**config.mk**
```make
export PLATFORM = sky130hd
export DESIGN_NAME = frag_line_generator
export DESIGN_NICKNAME = d
export VERILOG_FILES = /design/src/rtl/frag_line_generator.sv
export SDC_FILE = /design/constraint.sdc
export NUM_CORES = 1
export LEC_CHECK = 0
export CORE_MARGIN = 5
export CORE_UTILIZATION = 40
export DETAILED_ROUTE_END_ITERATION = 12
export GPL_TIMING_DRIVEN = 0
export HOLD_SLACK_MARGIN = 0.1
export SLEW_MARGIN = 20
export SYNTH_ARGS = -nofsm -noshare
export SYNTH_HDL_FRONTEND = slang
export SYNTH_SLANG_ARGS = --single-unit
```
**constraint.sdc**
```tcl
create_clock -name clk -period 4.4 [get_ports clk]
set_input_delay 0.66 -clock clk [delete_from_list [all_inputs] [get_ports clk]]
set_output_delay 0.66 -clock clk [all_outputs]
set_load 0.02 [all_outputs]
```
**src/rtl/frag_line_generator.sv**
```systemverilog
// Bresenham fragment generator: emits one pixel per clock from (x0,y0) along dx/dy/sx/sy.
// Define FRAG_CLIP_EN to qualify frag_valid with the SCREEN_W x SCREEN_H visible area.
module frag_line_generator #(
    parameter int COORD_W  = 10,
    parameter int SCREEN_W = 640,
    parameter int SCREEN_H = 480
) (
    input  logic               clk,
    input  logic               reset,
    input  logic               rst_fragment,
    input  logic               start_fragment,
    input  logic [COORD_W-1:0] x0,
    input  logic [COORD_W-1:0] y0,
    input  logic [COORD_W-1:0] dx,
    input  logic [COORD_W-1:0] dy,
    input  logic               sx,
    input  logic               sy,
    output logic [COORD_W-1:0] frag_x,
    output logic [COORD_W-1:0] frag_y,
    output logic               frag_valid,
    output logic               frag_gen_finish,
    output logic               busy
);

    typedef enum logic {IDLE, RUN} state_t;

    localparam int EW = COORD_W + 3;
`ifdef FRAG_CLIP_EN
    localparam bit CLIP_EN = 1'b1;
`else
    localparam bit CLIP_EN = 1'b0;
`endif
    localparam logic [COORD_W:0]   SCREEN_W_L = SCREEN_W[COORD_W:0];
    localparam logic [COORD_W:0]   SCREEN_H_L = SCREEN_H[COORD_W:0];
    localparam logic [COORD_W-1:0] ONE        = 1;

    state_t                    state;
    logic signed [COORD_W+1:0] err;
    logic        [COORD_W-1:0] remaining;

    logic signed [EW-1:0]      e2;
    logic signed [EW-1:0]      dx_e;
    logic signed [EW-1:0]      dy_e;
    logic signed [COORD_W+1:0] dx_w;
    logic signed [COORD_W+1:0] dy_w;
    logic signed [COORD_W+1:0] err_step;
    logic signed [COORD_W+1:0] err_init;
    logic                      step_x;
    logic                      step_y;
    logic        [COORD_W-1:0] x_step;
    logic        [COORD_W-1:0] y_step;
    logic        [COORD_W-1:0] rem_dec;
    logic        [COORD_W-1:0] max_d;
    logic                      ok_init;
    logic                      ok_step;

    // Next-pixel arithmetic; both axis updates share the same e2 sample.
    always_comb begin
        e2       = {err, 1'b0};
        dx_e     = {3'b000, dx};
        dy_e     = {3'b000, dy};
        dx_w     = {2'b00, dx};
        dy_w     = {2'b00, dy};
        step_x   = (e2 > -dy_e);
        step_y   = (e2 < dx_e);
        err_step = err;
        x_step   = frag_x;
        y_step   = frag_y;
        if (step_x) begin
            err_step = err_step - dy_w;
            x_step   = sx ? (frag_x - ONE) : (frag_x + ONE);
        end
        if (step_y) begin
            err_step = err_step + dx_w;
            y_step   = sy ? (frag_y - ONE) : (frag_y + ONE);
        end
        err_init = dx_w - dy_w;
        max_d    = (dx > dy) ? dx : dy;
        rem_dec  = remaining - ONE;
        ok_init  = !CLIP_EN || (({1'b0, x0} < SCREEN_W_L) && ({1'b0, y0} < SCREEN_H_L));
        ok_step  = !CLIP_EN || (({1'b0, x_step} < SCREEN_W_L) && ({1'b0, y_step} < SCREEN_H_L));
    end

    always_ff @(posedge clk or posedge reset) begin
        if (reset) begin
            state           <= IDLE;
            frag_x          <= '0;
            frag_y          <= '0;
            frag_valid      <= 1'b0;
            frag_gen_finish <= 1'b0;
            busy            <= 1'b0;
            err             <= '0;
            remaining       <= '0;
        end else if (rst_fragment) begin
            state           <= IDLE;
            frag_x          <= '0;
            frag_y          <= '0;
            frag_valid      <= 1'b0;
            frag_gen_finish <= 1'b0;
            busy            <= 1'b0;
            err             <= '0;
            remaining       <= '0;
        end else begin
            case (state)
                IDLE: begin
                    frag_valid      <= 1'b0;
                    frag_gen_finish <= 1'b0;
                    busy            <= 1'b0;
                    if (start_fragment) begin
                        frag_x     <= x0;
                        frag_y     <= y0;
                        err        <= err_init;
                        remaining  <= max_d;
                        frag_valid <= ok_init;
                        // A zero-length line is its own last pixel.
                        if (max_d == '0) begin
                            frag_gen_finish <= 1'b1;
                            state           <= IDLE;
                        end else begin
                            busy  <= 1'b1;
                            state <= RUN;
                        end
                    end
                end
                RUN: begin
                    if (remaining != '0) begin
                        frag_x          <= x_step;
                        frag_y          <= y_step;
                        err             <= err_step;
                        remaining       <= rem_dec;
                        frag_valid      <= ok_step;
                        frag_gen_finish <= (rem_dec == '0);
                        busy            <= (rem_dec != '0);
                        state           <= (rem_dec == '0) ? IDLE : RUN;
                    end else begin
                        frag_valid      <= 1'b0;
                        frag_gen_finish <= 1'b0;
                        busy            <= 1'b0;
                        state           <= IDLE;
                    end
                end
                default: state <= IDLE;
            endcase
        end
    end

endmodule

```
==> report_table.html, run 1 <==
<table>
<tr><th>Metric</th><th>Value</th></tr>
<tr><th colspan="2">Placement</th></tr>
<tr><td>Number of buffers added on ports</td><td>67</td></tr>
<tr><td>Half-perimeter wire length after detailed placement</td><td>14100 µm</td></tr>
<tr><td>Placer's final routability congestion estimate</td><td>0.915</td></tr>
<tr><td>Post-Place Cells</td><td>937</td></tr>
<tr><td>Post-placement cell area</td><td>6440 µm²</td></tr>
<tr><th colspan="2">Setup path</th></tr>
<tr><td>Worst Path Buf+Inv</td><td>5</td></tr>
<tr><td>Worst setup slack for register-to-register paths</td><td>0.21 ns</td></tr>
<tr><td>Arr. time, crit path</td><td>4.99 ns</td></tr>
<tr><td>Endpoint type of the worst setup path</td><td>flop</td></tr>
<tr><td>Critical Path Start Type</td><td>input port</td></tr>
<tr><td>Critical Path Slowest Stage Cell</td><td>fa_2</td></tr>
<tr><td>Dominant delay contributor by cell family on the critical path</td><td>compound AO/OA/AOI/OAI gates</td></tr>
<tr><td>Endpoint required time on the critical path</td><td>4.58 ns</td></tr>
<tr><td>End of the worst register-to-register path</td><td>err[10]$_DFFE_PP0P_</td></tr>
<tr><td>R2R depth</td><td>19</td></tr>
<tr><td>Worst r2r src</td><td>err[9]$_DFFE_PP0P_</td></tr>
<tr><td>Largest incremental delay on the critical path</td><td>0.36 ns</td></tr>
<tr><td>Critical path class</td><td>in2reg</td></tr>
<tr><td>Maximum fanout encountered on the critical timing path</td><td>5</td></tr>
<tr><th colspan="2">Power</th></tr>
<tr><td>Power Total</td><td>3.89 mW</td></tr>
<tr><td>Worst vdd ir</td><td>0.195 mV</td></tr>
<tr><td>Total power divided by cell area</td><td>548 nW/µm²</td></tr>
<tr><td>Static leakage</td><td>3.10 nW</td></tr>
<tr><th colspan="2">Cells and area</th></tr>
<tr><td>Utilization of the core after routing</td><td>53.4%</td></tr>
<tr><td>Share of cells above drive strength 1</td><td>16.2%</td></tr>
<tr><td>Post-layout instance count excluding filler cells</td><td>980</td></tr>
<tr><td>Number of nets in the layout</td><td>924</td></tr>
<tr><td>Count of filler cells inserted in the layout</td><td>1265</td></tr>
<tr><td>Antenna diode count</td><td>0</td></tr>
<tr><td>Area Growth Syn to Fin</td><td>30.2%</td></tr>
<tr><td>Layout Cell Area excl Fill</td><td>7100 µm²</td></tr>
<tr><th colspan="2">Die</th></tr>
<tr><td>Number of core rows</td><td>42</td></tr>
<tr><td>DIE WIDTH</td><td>127 µm</td></tr>
<tr><td>Chip height</td><td>127 µm</td></tr>
<tr><td>Die Outline Area</td><td>16100 µm²</td></tr>
<tr><td>Number of ports placed on the die boundary</td><td>69</td></tr>
<tr><td>Placeable core region</td><td>13300 µm²</td></tr>
<tr><td>Effective utilization at floorplan</td><td>41.0%</td></tr>
<tr><th colspan="2">STA</th></tr>
<tr><td>Max transition margin</td><td>40.1%</td></tr>
<tr><td>Final hold slack</td><td>0.519 ns</td></tr>
<tr><td>RSZ-0062 raised after global routing</td><td>yes</td></tr>
<tr><td>Highest clock rate</td><td>208 MHz</td></tr>
<tr><td>Number of hold violations in the final report</td><td>0</td></tr>
<tr><td>Clock period minus final worst setup slack</td><td>4.80 ns</td></tr>
<tr><td>Number of max-slew violations in the final report</td><td>0</td></tr>
<tr><td>Final setup margin</td><td>-0.403 ns</td></tr>
<tr><td>Post-route clock skew</td><td>0.00402 ns</td></tr>
<tr><td>Share of the clock period used by the worst path after layout</td><td>109%</td></tr>
<tr><td>Slew at the pin closest to its max-slew limit</td><td>0.894 ns</td></tr>
<tr><td>Count of endpoints failing setup in the final report</td><td>6</td></tr>
<tr><th colspan="2">Synthesis</th></tr>
<tr><td>Share of the yosys chip area belonging to registers</td><td>20.7%</td></tr>
<tr><td>#FFs+latches synth</td><td>45</td></tr>
<tr><td>Number of flops mapped to enable cells by yosys</td><td>0</td></tr>
<tr><td>Cell types occupying the most area after synthesis</td><td>dfrtp_1, ha_1, a21oi_1</td></tr>
<tr><td>Most used standard cell by instance count after synthesis</td><td>ha_1</td></tr>
<tr><td>Library cells used by synthesis</td><td>73</td></tr>
<tr><td>Most used flip-flop cell after synthesis</td><td>dfrtp_1</td></tr>
<tr><td>Post-synthesis cell area</td><td>5450 µm²</td></tr>
<tr><td>Synth warn</td><td>0</td></tr>
<tr><td>Syn_area_per_cell</td><td>7.86 µm²</td></tr>
<tr><td>List of most frequent post-synthesis cells</td><td>ha_1, a21oi_1, inv_1</td></tr>
<tr><td>Gate Count Post-Synth</td><td>693</td></tr>
<tr><td>Cell taking the most area after synthesis</td><td>dfrtp_1</td></tr>
<tr><td>Area fraction of the dominant cell type after synthesis</td><td>20.7%</td></tr>
<tr><td>Post-synthesis net count</td><td>814</td></tr>
<tr><td>Fraction of synthesis flops using an asynchronous set or reset pin</td><td>100%</td></tr>
<tr><th colspan="2">Clocking</th></tr>
<tr><td>Cell at the root of the clock tree</td><td>clkbuf_16</td></tr>
<tr><td>CTS tree</td><td>done</td></tr>
<tr><td>Number of CTS-inserted buffers</td><td>5</td></tr>
<tr><td>Clock sink count</td><td>45</td></tr>
<tr><td>H-tree lvl count</td><td>2</td></tr>
<tr><td>Hold-fix buffer count after cts</td><td>0</td></tr>
<tr><td>Clock input transition at the sequential cells of the worst setup and hold paths</td><td>0.07 ns</td></tr>
<tr><td>Clock insertion delay at the later pin of the skew report</td><td>0.29 ns</td></tr>
<tr><td>Number of buffers on the longest clock path</td><td>2</td></tr>
<tr><th colspan="2">Routing</th></tr>
<tr><td>Routed Wire Length</td><td>18800 µm</td></tr>
<tr><td>Number of optimization iterations in the first detailed-route pass</td><td>5</td></tr>
<tr><td>Number of design rule violations left after detail routing</td><td>0</td></tr>
<tr><td>Drt wl/cell</td><td>19.1 µm</td></tr>
<tr><td>Via Count</td><td>5844</td></tr>
<tr><td>Via density</td><td>5.96</td></tr>
<tr><td>Iteration-0 DRC count of the detailed router</td><td>376</td></tr>
<tr><td>Number of nets with antenna violations after detailed routing</td><td>0</td></tr>
<tr><th colspan="2">GRT</th></tr>
<tr><td>Total track usage</td><td>22.9%</td></tr>
<tr><td>Grt ovf</td><td>0</td></tr>
<tr><td>Number of antenna violations at the first check in global routing</td><td>0</td></tr>
<tr><td>Largest net degree at the start of global routing</td><td>25</td></tr>
<tr><td>Wire length of the first global-routing pass</td><td>29700 µm</td></tr>
<tr><td>Via count of the first global-routing pass</td><td>5833</td></tr>
<tr><th colspan="2">Hold path</th></tr>
<tr><td>Hold path endpoint</td><td>frag_y[6]$_DFFE_PP0P_</td></tr>
<tr><td>Worst min path class</td><td>reg2reg</td></tr>
<tr><td>Worst Hold Path Cells</td><td>2</td></tr>
<tr><td>Worst Hold Launch</td><td>frag_y[6]$_DFFE_PP0P_</td></tr>
<tr><th colspan="2">Outcome</th></tr>
<tr><td>Violated checks</td><td>negative setup slack</td></tr>
<tr><td>Status</td><td>finished with violations</td></tr>
<tr><th colspan="2">Flow run</th></tr>
<tr><td>Total of max-cap violations</td><td>0</td></tr>
</table>
-- worst max-delay path by stage --
stage | start | to | slack [ns] | depth (start not counted)
finish | dy[3] | err[10]$_DFFE_PP0P_ | -0.40 | 27
global route | dy[3] | err[10]$_DFFE_PP0P_ | -0.76 | 27
global placement | dy[0] | err[10]$_DFFE_PP0P_ | -1.82 | 24
CTS | dy[3] | err[10]$_DFFE_PP0P_ | -0.40 | 25
floorplan | dy[3] | err[10]$_DFFE_PP0P_ | -0.49 | 26
detailed placement | dy[1] | err[10]$_DFFE_PP0P_ | -1.86 | 24
-- power breakdown --
part / internal (mW) / switching [mW]
Sequential: 0.522 / 0.146
Clock: 0.241 / 0.178
Combinational: 1.30 / 1.50
Total: 2.07 / 1.82
-- registers in the layout, summed over array words and instances (netlist names) --
name	count
frag_y	10
busy	1
frag_valid	1
frag_x	10
frag_gen_finish	1
err	12
remaining	10
-- logic make-up after synthesis --
| logic type | Yosys count | synth area share [%] |
|---|---|---|
| DFF | 45 | 20.7 |
| buffers and inverters | 85 | 6.20 |
| adders and majority gates | 75 | 17.9 |
| muxes | 13 | 2.53 |
| AOI/OAI and AO/OA | 236 | 28.6 |
| xor gates and xnor gates | 33 | 5.30 |
| and+or+nand+nor | 206 | 18.8 |
-- cell type report --
type | instances | area [µm²] | share of cell area, %
Multi-Input combinational cell | 563 | 4250 | 59.9
Clock inverter | 1 | 5.00 | 0.0705
Inverter | 59 | 234 | 3.30
Tap cell | 176 | 220 | 3.10
Sequential cell | 45 | 1130 | 15.9
Buffer | 26 | 148 | 2.08
Clock buffer | 7 | 153 | 2.15
Timing Repair Buffer | 103 | 958 | 13.5
-- worst reg2reg max path, delay by kind of cell (launching register included) --
| kind | cells | cell delay, ns |
|---|---|---|
| AOI/OAI and AO/OA | 10 | 1.96 |
| adders and majority gates | 3 | 0.93 |
| xor gates and xnor gates | 1 | 0.17 |
| and+or+nand+nor | 2 | 0.19 |
| buffers and inverters | 3 | 0.37 |
| DFF | 1 | 0.45 |
-- per-layer routing --
| layer | global-route usage, % | part of all wire [%] | up-vias |
|---|---|---|---|
| met3 | 2.77 | 5.9 | 37 |
| met2 | 40.0 | 49 | 196 |
| met4 | 7.95 | 2.8 | 0 |
| met5 | 0 | 0 | - |
| met1 | 29.0 | 42 | 2823 |
| li1 | - | - | 2788 |
-- what timing repair did --
item	CTS	global route
cloned	0	0
resized for setup	60	26
buffers inserted	25	11
pin swaps	19	21
endpoints found under the setup margin	11	9
-- per-stage QoR --
stage | TNS (ns) | worst slack (ns)
2_1_floorplan | -0.907 | -0.489
3_3_place_gp | -13.01 | -1.82
3_5_place_dp | -13.60 | -1.86
4_1_cts | -1.63 | -0.397
5_1_grt | -3.15 | -0.759
6_report | -1.50 | -0.403
-- layout by cell type (no fill, tap or decap), types with 10 or more instances in the layout --
cell type / count
a211oi_1: 12
a21o_1: 12
a21oi_1: 60
a31oi_1: 11
buf_4: 32
clkbuf_1: 18
clkdlybuf4s50_1: 57
dfrtp_1: 45
ha_1: 62
inv_1: 45
nand2_1: 50
nand3_1: 17
nor2_1: 44
nor3_1: 24
o21a_1: 10
o21ai_0: 46
xnor2_1: 25
No activity file was read; power rests on OpenSTA's default activity.
==> inputs of run 2 (changes only) <==
==> constraint.sdc (replaced) <==
create_clock -name clk -period 5 [get_ports clk]
set_input_delay 0.75 -clock clk [delete_from_list [all_inputs] [get_ports clk]]
set_output_delay 0.75 -clock clk [all_outputs]
set_load 0.02 [all_outputs]
==> run 2 against run 1 <==
The run now ends clean. Critical endpoint unchanged. Routed wire length fell by 1.0%. First-iteration DRC count rose by 15%. Power fell by 16%. Design area fell by 2.3%. Combinational power fell by 17%. Sequential share of layout area rose by 0.38 points. Register-to-register slack improved by 0.59 ns. Worst setup slack improved by 0.41 ns. Worst hold slack improved by 0.0050 ns. Global-route usage fell by 0.37 points.
==> report_table.html, run 2 (same netlist as run 1, synthesis figures left out) <==
<table>
<tr><th>Metric</th><th>Value</th></tr>
<tr><th colspan="2">STA</th></tr>
<tr><td>Post-route clock skew</td><td>0.00923 ns</td></tr>
<tr><td>Max transition margin</td><td>37.0%</td></tr>
<tr><td>Clock period minus final worst setup slack</td><td>5.00 ns</td></tr>
<tr><td>Number of hold violations in the final report</td><td>0</td></tr>
<tr><td>Count of endpoints failing setup in the final report</td><td>0</td></tr>
<tr><td>Number of max-slew violations in the final report</td><td>0</td></tr>
<tr><td>Slew at the pin closest to its max-slew limit</td><td>0.941 ns</td></tr>
<tr><td>Sum of negative setup slack</td><td>0 ns</td></tr>
<tr><td>Highest clock rate</td><td>200 MHz</td></tr>
<tr><td>Final setup margin</td><td>0.00368 ns</td></tr>
<tr><td>Share of the clock period used by the worst path after layout</td><td>99.9%</td></tr>
<tr><td>RSZ-0062 raised after global routing</td><td>yes</td></tr>
<tr><th colspan="2">GRT</th></tr>
<tr><td>Wire length of the first global-routing pass</td><td>29200 µm</td></tr>
<tr><td>Number of antenna violations at the first check in global routing</td><td>0</td></tr>
<tr><td>Via count of the first global-routing pass</td><td>5805</td></tr>
<tr><td>Total track usage</td><td>22.5%</td></tr>
<tr><td>Grt ovf</td><td>0</td></tr>
<tr><td>Largest net degree at the start of global routing</td><td>26</td></tr>
<tr><th colspan="2">Power</th></tr>
<tr><td>Switching part of the total power</td><td>47.5%</td></tr>
<tr><td>Cell internal pwr</td><td>1.72 mW</td></tr>
<tr><td>Combinational group share of total power</td><td>71.0%</td></tr>
<tr><td>Total power divided by cell area</td><td>473 nW/µm²</td></tr>
<tr><td>Flop pwr share</td><td>18.0%</td></tr>
<tr><td>Power share of the clock group</td><td>11.0%</td></tr>
<tr><td>Worst vdd ir</td><td>0.154 mV</td></tr>
<tr><td>Static leakage</td><td>3.06 nW</td></tr>
<tr><td>Net switching power figure</td><td>1.56 mW</td></tr>
<tr><th colspan="2">Placement</th></tr>
<tr><td>Placer's final routability congestion estimate</td><td>0.906</td></tr>
<tr><td>Half-perimeter wire length after detailed placement</td><td>13900 µm</td></tr>
<tr><td>Worst slack after detailed placement</td><td>-1.29 ns</td></tr>
<tr><td>Number of buffers added on ports</td><td>67</td></tr>
<tr><th colspan="2">Hold path</th></tr>
<tr><td>Worst min path class</td><td>reg2reg</td></tr>
<tr><th colspan="2">Outcome</th></tr>
<tr><td>Status</td><td>finished clean</td></tr>
<tr><th colspan="2">Routing</th></tr>
<tr><td>Via Count</td><td>5747</td></tr>
<tr><td>Routed Wire Length</td><td>18600 µm</td></tr>
<tr><td>Number of nets with antenna violations after detailed routing</td><td>0</td></tr>
<tr><td>Via density</td><td>5.93</td></tr>
<tr><td>Number of optimization iterations in the first detailed-route pass</td><td>5</td></tr>
<tr><td>Iteration-0 DRC count of the detailed router</td><td>434</td></tr>
<tr><td>Number of design rule violations left after detail routing</td><td>0</td></tr>
<tr><td>Drt wl/cell</td><td>19.2 µm</td></tr>
<tr><th colspan="2">Clocking</th></tr>
<tr><td>Clock input transition at the sequential cells of the worst setup and hold paths</td><td>0.07 ns</td></tr>
<tr><td>H-tree lvl count</td><td>2</td></tr>
<tr><td>CTS tree</td><td>done</td></tr>
<tr><td>Clock insertion delay at the later pin of the skew report</td><td>0.30 ns</td></tr>
<tr><td>Cell at the root of the clock tree</td><td>clkbuf_16</td></tr>
<tr><td>Hold-fix buffer count after cts</td><td>0</td></tr>
<tr><td>Number of buffers on the longest clock path</td><td>2</td></tr>
<tr><td>Clock sink count</td><td>45</td></tr>
<tr><td>Number of CTS-inserted buffers</td><td>5</td></tr>
<tr><th colspan="2">Cells and area</th></tr>
<tr><td>Register ranked first by flip-flop count</td><td>err</td></tr>
<tr><td>Share of cells above drive strength 1</td><td>13.7%</td></tr>
<tr><td>Antenna diode count</td><td>0</td></tr>
<tr><td>Area Growth Syn to Fin</td><td>27.2%</td></tr>
<tr><td>Flip-flop count of the largest register, all copies and words added</td><td>12</td></tr>
<tr><td>Number of nets in the layout</td><td>913</td></tr>
<tr><td>Most frequent standard cell in the layout excluding fill and tap cells</td><td>ha_1</td></tr>
<tr><td>Utilization of the core after routing</td><td>52.1%</td></tr>
<tr><td>Most used cells in the layout excluding fill and tap cells</td><td>ha_1, a21oi_1, clkdlybuf4s50_1</td></tr>
<tr><th colspan="2">Setup path</th></tr>
<tr><td>Critical Path Start Type</td><td>input port</td></tr>
<tr><td>Endpoint type of the worst setup path</td><td>flop</td></tr>
<tr><td>Maximum fanout encountered on the critical timing path</td><td>5</td></tr>
<tr><td>Endpoint required time on the critical path</td><td>5.18 ns</td></tr>
<tr><td>Critical path class</td><td>in2reg</td></tr>
<tr><td>Arr. time, crit path</td><td>5.17 ns</td></tr>
<tr><td>Worst setup slack for register-to-register paths</td><td>0.80 ns</td></tr>
<tr><th colspan="2">Die</th></tr>
<tr><td>Chip height</td><td>127 µm</td></tr>
<tr><td>Die Outline Area</td><td>16100 µm²</td></tr>
<tr><td>Number of ports placed on the die boundary</td><td>69</td></tr>
<tr><td>Effective utilization at floorplan</td><td>41.0%</td></tr>
<tr><td>Placeable core region</td><td>13300 µm²</td></tr>
<tr><td>DIE WIDTH</td><td>127 µm</td></tr>
<tr><td>Number of core rows</td><td>42</td></tr>
<tr><th colspan="2">Flow run</th></tr>
<tr><td>Total of max-cap violations</td><td>0</td></tr>
</table>
-- run 2: what timing repair did --
item                       4_1_cts  5_1_grt
gates resized for setup         32       30
setup endpoints to repair       10        6
buffers inserted                14       10
pin swaps                       11       14
-- run 2: power groups by stage --
stage	clock network [mW]	logic [mW]	registers, mW
6_report	0.362	2.33	0.588
5_1_grt	0.380	2.54	0.604
4_1_cts	0.372	2.17	0.586
3_5_place_dp	0	2.04	0.591
3_3_place_gp	0	1.99	0.590
2_1_floorplan	0	1.45	0.609
-- run 2: final timing paths --
kind	end	startpoint	depth (start not counted)
setup / recovery	err[10]$_DFFE_PP0P_	dy[5]	23
hold / removal	frag_y[8]$_DFFE_PP0P_	frag_y[8]$_DFFE_PP0P_	2
setup reg to reg	err[10]$_DFFE_PP0P_	err[9]$_DFFE_PP0P_	20
hold reg to reg	frag_y[8]$_DFFE_PP0P_	frag_y[8]$_DFFE_PP0P_	2
max in group asynchronous	frag_y[6]$_DFFE_PP0P_	reset	3
min in group asynchronous	frag_x[1]$_DFFE_PP0P_	reset	2
-- run 2: routing by layer --
metal / share of wire [%] / global-route usage (%) / wire, µm / up-vias
li1: - / - / - / 2760
met1: 44 / 28.8 / 8090 / 2734
met2: 47 / 37.6 / 8740 / 203
met3: 5.6 / 2.94 / 1050 / 50
met4: 3.8 / 10.5 / 700 / 0
met5: 0 / 0 / 0 / -
-- run 2: layout make-up --
cell class,instances,area [µm²]
Buffer,26,148
Timing Repair Buffer,92,866
Fill cell,1242,6360
Tap cell,176,220
Inverter,59,228
Sequential cell,45,1130
Multi-Input combinational cell,563,4190
Clock buffer,6,139
Clock inverter,2,13.8
-- run 2: stage by stage --
step | hold slack [ns] | cell area [µm²] | std cells | power, mW
2_1_floorplan | 0.524 | 5530 | 693 | 2.05
6_report | 0.524 | 6930 | 969 | 3.28
4_1_cts | 0.533 | 6770 | 959 | 3.12
5_1_grt | 0.549 | 6930 | 969 | 3.53
3_5_place_dp | 0.516 | 6440 | 937 | 2.63
3_3_place_gp | 0.500 | 6420 | 936 | 2.58
-- run 2: critical path, stage by stage --
cell	delay, ns
dlygate4sd2_1	0.28
nor2_4	0.15
nand3_2	0.12
o41ai_2	0.22
o21ai_1	0.12
ha_1	0.29
nand4_1	0.12
nor3_2	0.20
a221oi_2	0.11
a221oi_2	0.27
clkbuf_8	0.23
clkbuf_16	0.16
nor2_1	0.05
a21oi_2	0.20
ha_4	0.25
nor2b_2	0.16
o31a_1	0.28
o31a_1	0.37
o31ai_4	0.23
a211oi_2	0.11
xnor2_1	0.24
nor3_1	0.06
a211o_1	0.22
==> inputs of run 3 (changes only) <==
--- a/config.mk
+++ b/config.mk
@@ -5,9 +5,9 @@
 export SDC_FILE = /design/constraint.sdc
 export NUM_CORES = 1
 export LEC_CHECK = 0
-export CORE_MARGIN = 5
 export CORE_UTILIZATION = 40
 export DETAILED_ROUTE_END_ITERATION = 12
+export GPL_ROUTABILITY_DRIVEN = 0
 export GPL_TIMING_DRIVEN = 0
 export HOLD_SLACK_MARGIN = 0.1
 export SLEW_MARGIN = 20
==> run 3 against run 2 <==
Highest routed layer unchanged. Clock skew decreased by 0.0024 ns. The flow now finishes with violations (negative setup slack). Critical path type unchanged. Utilization rose by 0.17 points. Worst hold slack worse by 0.0015 ns. Clock power is 12% higher.
==> report_table.html, run 3 (same netlist as run 1, synthesis figures left out) <==
<table>
<tr><th>Metric</th><th>Value</th></tr>
<tr><th colspan="2">Cells and area</th></tr>
<tr><td>Most used cells in the layout excluding fill and tap cells</td><td>ha_1, a21oi_1, clkdlybuf4s50_1</td></tr>
<tr><td>Area Growth Syn to Fin</td><td>27.1%</td></tr>
<tr><td>Antenna diode count</td><td>0</td></tr>
<tr><td>Utilization of the core after routing</td><td>52.3%</td></tr>
<tr><td>Layout Cell Area excl Fill</td><td>6930 µm²</td></tr>
<tr><td>Count of filler cells inserted in the layout</td><td>1297</td></tr>
<tr><td>Flip-flop count of the largest register, all copies and words added</td><td>12</td></tr>
<tr><td>Register ranked first by flip-flop count</td><td>err</td></tr>
<tr><td>Most frequent standard cell in the layout excluding fill and tap cells</td><td>ha_1</td></tr>
<tr><td>Number of nets in the layout</td><td>919</td></tr>
<tr><td>Share of cells above drive strength 1</td><td>14.0%</td></tr>
<tr><th colspan="2">Setup path</th></tr>
<tr><td>Critical Path Start Type</td><td>input port</td></tr>
<tr><td>Critical Path Slowest Stage Cell</td><td>clkdlybuf4s50_1</td></tr>
<tr><td>Endpoint required time on the critical path</td><td>5.18 ns</td></tr>
<tr><td>Arr. time, crit path</td><td>5.32 ns</td></tr>
<tr><td>Worst Path Buf+Inv</td><td>7</td></tr>
<tr><td>Stages on worst setup path</td><td>24</td></tr>
<tr><td>Dominant delay contributor by cell family on the critical path</td><td>compound AO/OA/AOI/OAI gates</td></tr>
<tr><td>R2R depth</td><td>20</td></tr>
<tr><td>Worst-path cell chain</td><td>clkdlybuf4s50_1 &gt; inv_2 &gt; nand4_1 &gt; buf_4 &gt; nor2_4 &gt; ha_1 &gt; a2111o_1 &gt; a221oi_2 &gt; a221oi_2 &gt; clkbuf_8 &gt; clkbuf_16 &gt; nor2_4 &gt; a21oi_2 &gt; ha_2 &gt; inv_2 &gt; fa_2 &gt; nor2b_2 &gt; o31a_1 &gt; o31a_1 &gt; o31ai_4 &gt; a211oi_2 &gt; xnor2_1 &gt; buf_4 &gt; a211o_1</td></tr>
<tr><td>Endpoint type of the worst setup path</td><td>flop</td></tr>
<tr><td>Maximum fanout encountered on the critical timing path</td><td>5</td></tr>
<tr><td>Largest incremental delay on the critical path</td><td>0.44 ns</td></tr>
<tr><td>End of the worst register-to-register path</td><td>err[10]$_DFFE_PP0P_</td></tr>
<tr><td>Worst r2r src</td><td>err[9]$_DFFE_PP0P_</td></tr>
<tr><td>Critical path class</td><td>in2reg</td></tr>
<tr><td>Worst setup slack for register-to-register paths</td><td>0.64 ns</td></tr>
<tr><th colspan="2">Power</th></tr>
<tr><td>Flop pwr share</td><td>17.9%</td></tr>
<tr><td>Net switching power figure</td><td>1.55 mW</td></tr>
<tr><td>Static leakage</td><td>3.05 nW</td></tr>
<tr><td>Cell internal pwr</td><td>1.76 mW</td></tr>
<tr><td>Power share of the clock group</td><td>12.3%</td></tr>
<tr><td>Switching part of the total power</td><td>46.8%</td></tr>
<tr><td>Worst vdd ir</td><td>0.194 mV</td></tr>
<tr><td>Combinational group share of total power</td><td>69.8%</td></tr>
<tr><td>Total power divided by cell area</td><td>477 nW/µm²</td></tr>
<tr><td>Power Total</td><td>3.30 mW</td></tr>
<tr><th colspan="2">STA</th></tr>
<tr><td>Number of hold violations in the final report</td><td>0</td></tr>
<tr><td>Max transition margin</td><td>36.5%</td></tr>
<tr><td>RSZ-0062 raised after global routing</td><td>yes</td></tr>
<tr><td>Slew at the pin closest to its max-slew limit</td><td>0.948 ns</td></tr>
<tr><td>Final setup margin</td><td>-0.134 ns</td></tr>
<tr><td>Clock period minus final worst setup slack</td><td>5.13 ns</td></tr>
<tr><td>Number of max-slew violations in the final report</td><td>0</td></tr>
<tr><td>Highest clock rate</td><td>195 MHz</td></tr>
<tr><td>Final hold slack</td><td>0.523 ns</td></tr>
<tr><td>Share of the clock period used by the worst path after layout</td><td>103%</td></tr>
<tr><td>Count of endpoints failing setup in the final report</td><td>1</td></tr>
<tr><td>Post-route clock skew</td><td>0.00687 ns</td></tr>
<tr><th colspan="2">Clocking</th></tr>
<tr><td>Clock input transition at the sequential cells of the worst setup and hold paths</td><td>0.07 ns</td></tr>
<tr><td>Clock sink count</td><td>45</td></tr>
<tr><td>H-tree lvl count</td><td>2</td></tr>
<tr><td>Number of buffers on the longest clock path</td><td>2</td></tr>
<tr><td>Number of CTS-inserted buffers</td><td>5</td></tr>
<tr><td>CTS tree</td><td>done</td></tr>
<tr><td>Clock insertion delay at the later pin of the skew report</td><td>0.29 ns</td></tr>
<tr><td>Cell at the root of the clock tree</td><td>clkbuf_16</td></tr>
<tr><th colspan="2">Flow run</th></tr>
<tr><td>Total of max-cap violations</td><td>0</td></tr>
<tr><th colspan="2">Routing</th></tr>
<tr><td>Number of design rule violations left after detail routing</td><td>0</td></tr>
<tr><td>Via Count</td><td>5834</td></tr>
<tr><td>Via density</td><td>5.98</td></tr>
<tr><td>Number of nets with antenna violations after detailed routing</td><td>0</td></tr>
<tr><td>Routed Wire Length</td><td>18200 µm</td></tr>
<tr><td>Number of optimization iterations in the first detailed-route pass</td><td>5</td></tr>
<tr><td>Iteration-0 DRC count of the detailed router</td><td>483</td></tr>
<tr><td>Drt wl/cell</td><td>18.6 µm</td></tr>
<tr><th colspan="2">Die</th></tr>
<tr><td>Effective utilization at floorplan</td><td>41.1%</td></tr>
<tr><td>Number of core rows</td><td>42</td></tr>
<tr><td>Number of ports placed on the die boundary</td><td>69</td></tr>
<tr><td>DIE WIDTH</td><td>119 µm</td></tr>
<tr><td>Die Outline Area</td><td>14100 µm²</td></tr>
<tr><td>Chip height</td><td>119 µm</td></tr>
<tr><td>Placeable core region</td><td>13200 µm²</td></tr>
<tr><th colspan="2">Outcome</th></tr>
<tr><td>Status</td><td>finished with violations</td></tr>
<tr><td>Violated checks</td><td>negative setup slack</td></tr>
<tr><th colspan="2">Placement</th></tr>
<tr><td>Post-placement cell area</td><td>6440 µm²</td></tr>
<tr><td>Half-perimeter wire length after detailed placement</td><td>13600 µm</td></tr>
<tr><td>Number of buffers added on ports</td><td>67</td></tr>
<tr><th colspan="2">GRT</th></tr>
<tr><td>Number of antenna violations at the first check in global routing</td><td>0</td></tr>
<tr><td>Wire length of the first global-routing pass</td><td>29100 µm</td></tr>
<tr><td>Via count of the first global-routing pass</td><td>5760</td></tr>
<tr><td>Largest net degree at the start of global routing</td><td>25</td></tr>
<tr><td>Grt ovf</td><td>0</td></tr>
<tr><td>Total track usage</td><td>26.1%</td></tr>
<tr><th colspan="2">Hold path</th></tr>
<tr><td>Worst Hold Launch</td><td>frag_y[6]$_DFFE_PP0P_</td></tr>
<tr><td>Worst min path class</td><td>reg2reg</td></tr>
<tr><td>Hold path endpoint</td><td>frag_y[6]$_DFFE_PP0P_</td></tr>
<tr><td>Worst Hold Path Cells</td><td>2</td></tr>
</table>
==> run 3: changes by cell type in the layout (fill, tap and decap cells not counted), moves of 2 or more <==
cell	previous run	this run
buf_4	21	29
ha_4	5	0
ha_2	1	5
dlymetal6s2s_1	3	0
buf_6	5	3
clkdlybuf4s50_1	57	59
o21ai_0	46	48
==> run 3: how the worst max path moves through the flow <==
stage / slack, ns / end / from
finish: -0.13 / err[10]$_DFFE_PP0P_ / dy[8]
global route: -0.25 / err[10]$_DFFE_PP0P_ / dy[8]
CTS: 0.0002 / err[10]$_DFFE_PP0P_ / dy[3]
detailed placement: -1.32 / err[10]$_DFFE_PP0P_ / dy[0]
global placement: -1.18 / err[10]$_DFFE_PP0P_ / dy[0]
floorplan: 0.003 / err[10]$_DFFE_PP0P_ / dy[1]
==> run 3: cell type report <==
class / instances / area [µm²] / share of cell area, %
buffer: 26 / 148 / 2.13
clock buffer: 7 / 143 / 2.06
clock inverter: 1 / 30.0 / 0.434
inverter: 59 / 228 / 3.29
multi-input combinational: 563 / 4140 / 59.7
sequential: 45 / 1130 / 16.3
tap: 176 / 220 / 3.18
timing repair buffer: 98 / 895 / 12.9
==> run 3: per-layer routing <==
layer | GRT usage [%] | part of all wire (%)
met1 | 32.5 | 43
met2 | 46.1 | 48
met3 | 2.99 | 6.0
met4 | 9.73 | 2.9
met5 | 0 | 0
==> run 3: per-stage QoR <==
stage	instances	setup slack, ns	TNS [ns]
4_1_cts	965	0.000155	0
2_1_floorplan	693	0.00343	0
3_3_place_gp	936	-1.18	-6.44
3_5_place_dp	937	-1.32	-7.94
6_report	975	-0.134	-0.134
5_1_grt	975	-0.245	-0.361
==> run 3: power by group through the flow <==
stage                     Sequential (mW)  Clock [mW]  Combinational (mW)
final                               0.593       0.405                2.31
after global routing                0.607       0.421                2.52
after CTS                           0.589       0.409                2.19
after detailed placement            0.594           0                2.03
after global placement              0.590           0                1.98
after floorplan                     0.609           0                1.45
==> run 3: repair_timing <==
action,CTS,global route
endpoints found under the setup margin,10,7
buffers inserted,20,11
hold buffers,0,0
pin swaps,18,18
gates resized for setup,41,11
endpoints found under the hold margin,0,0
==> run 3: tightest hold or removal path, cell delays in order, from the launching register on <==
cell and delay [ns]:
dfrtp_1 0.38, nand2_1 0.05, o21ai_0 0.06
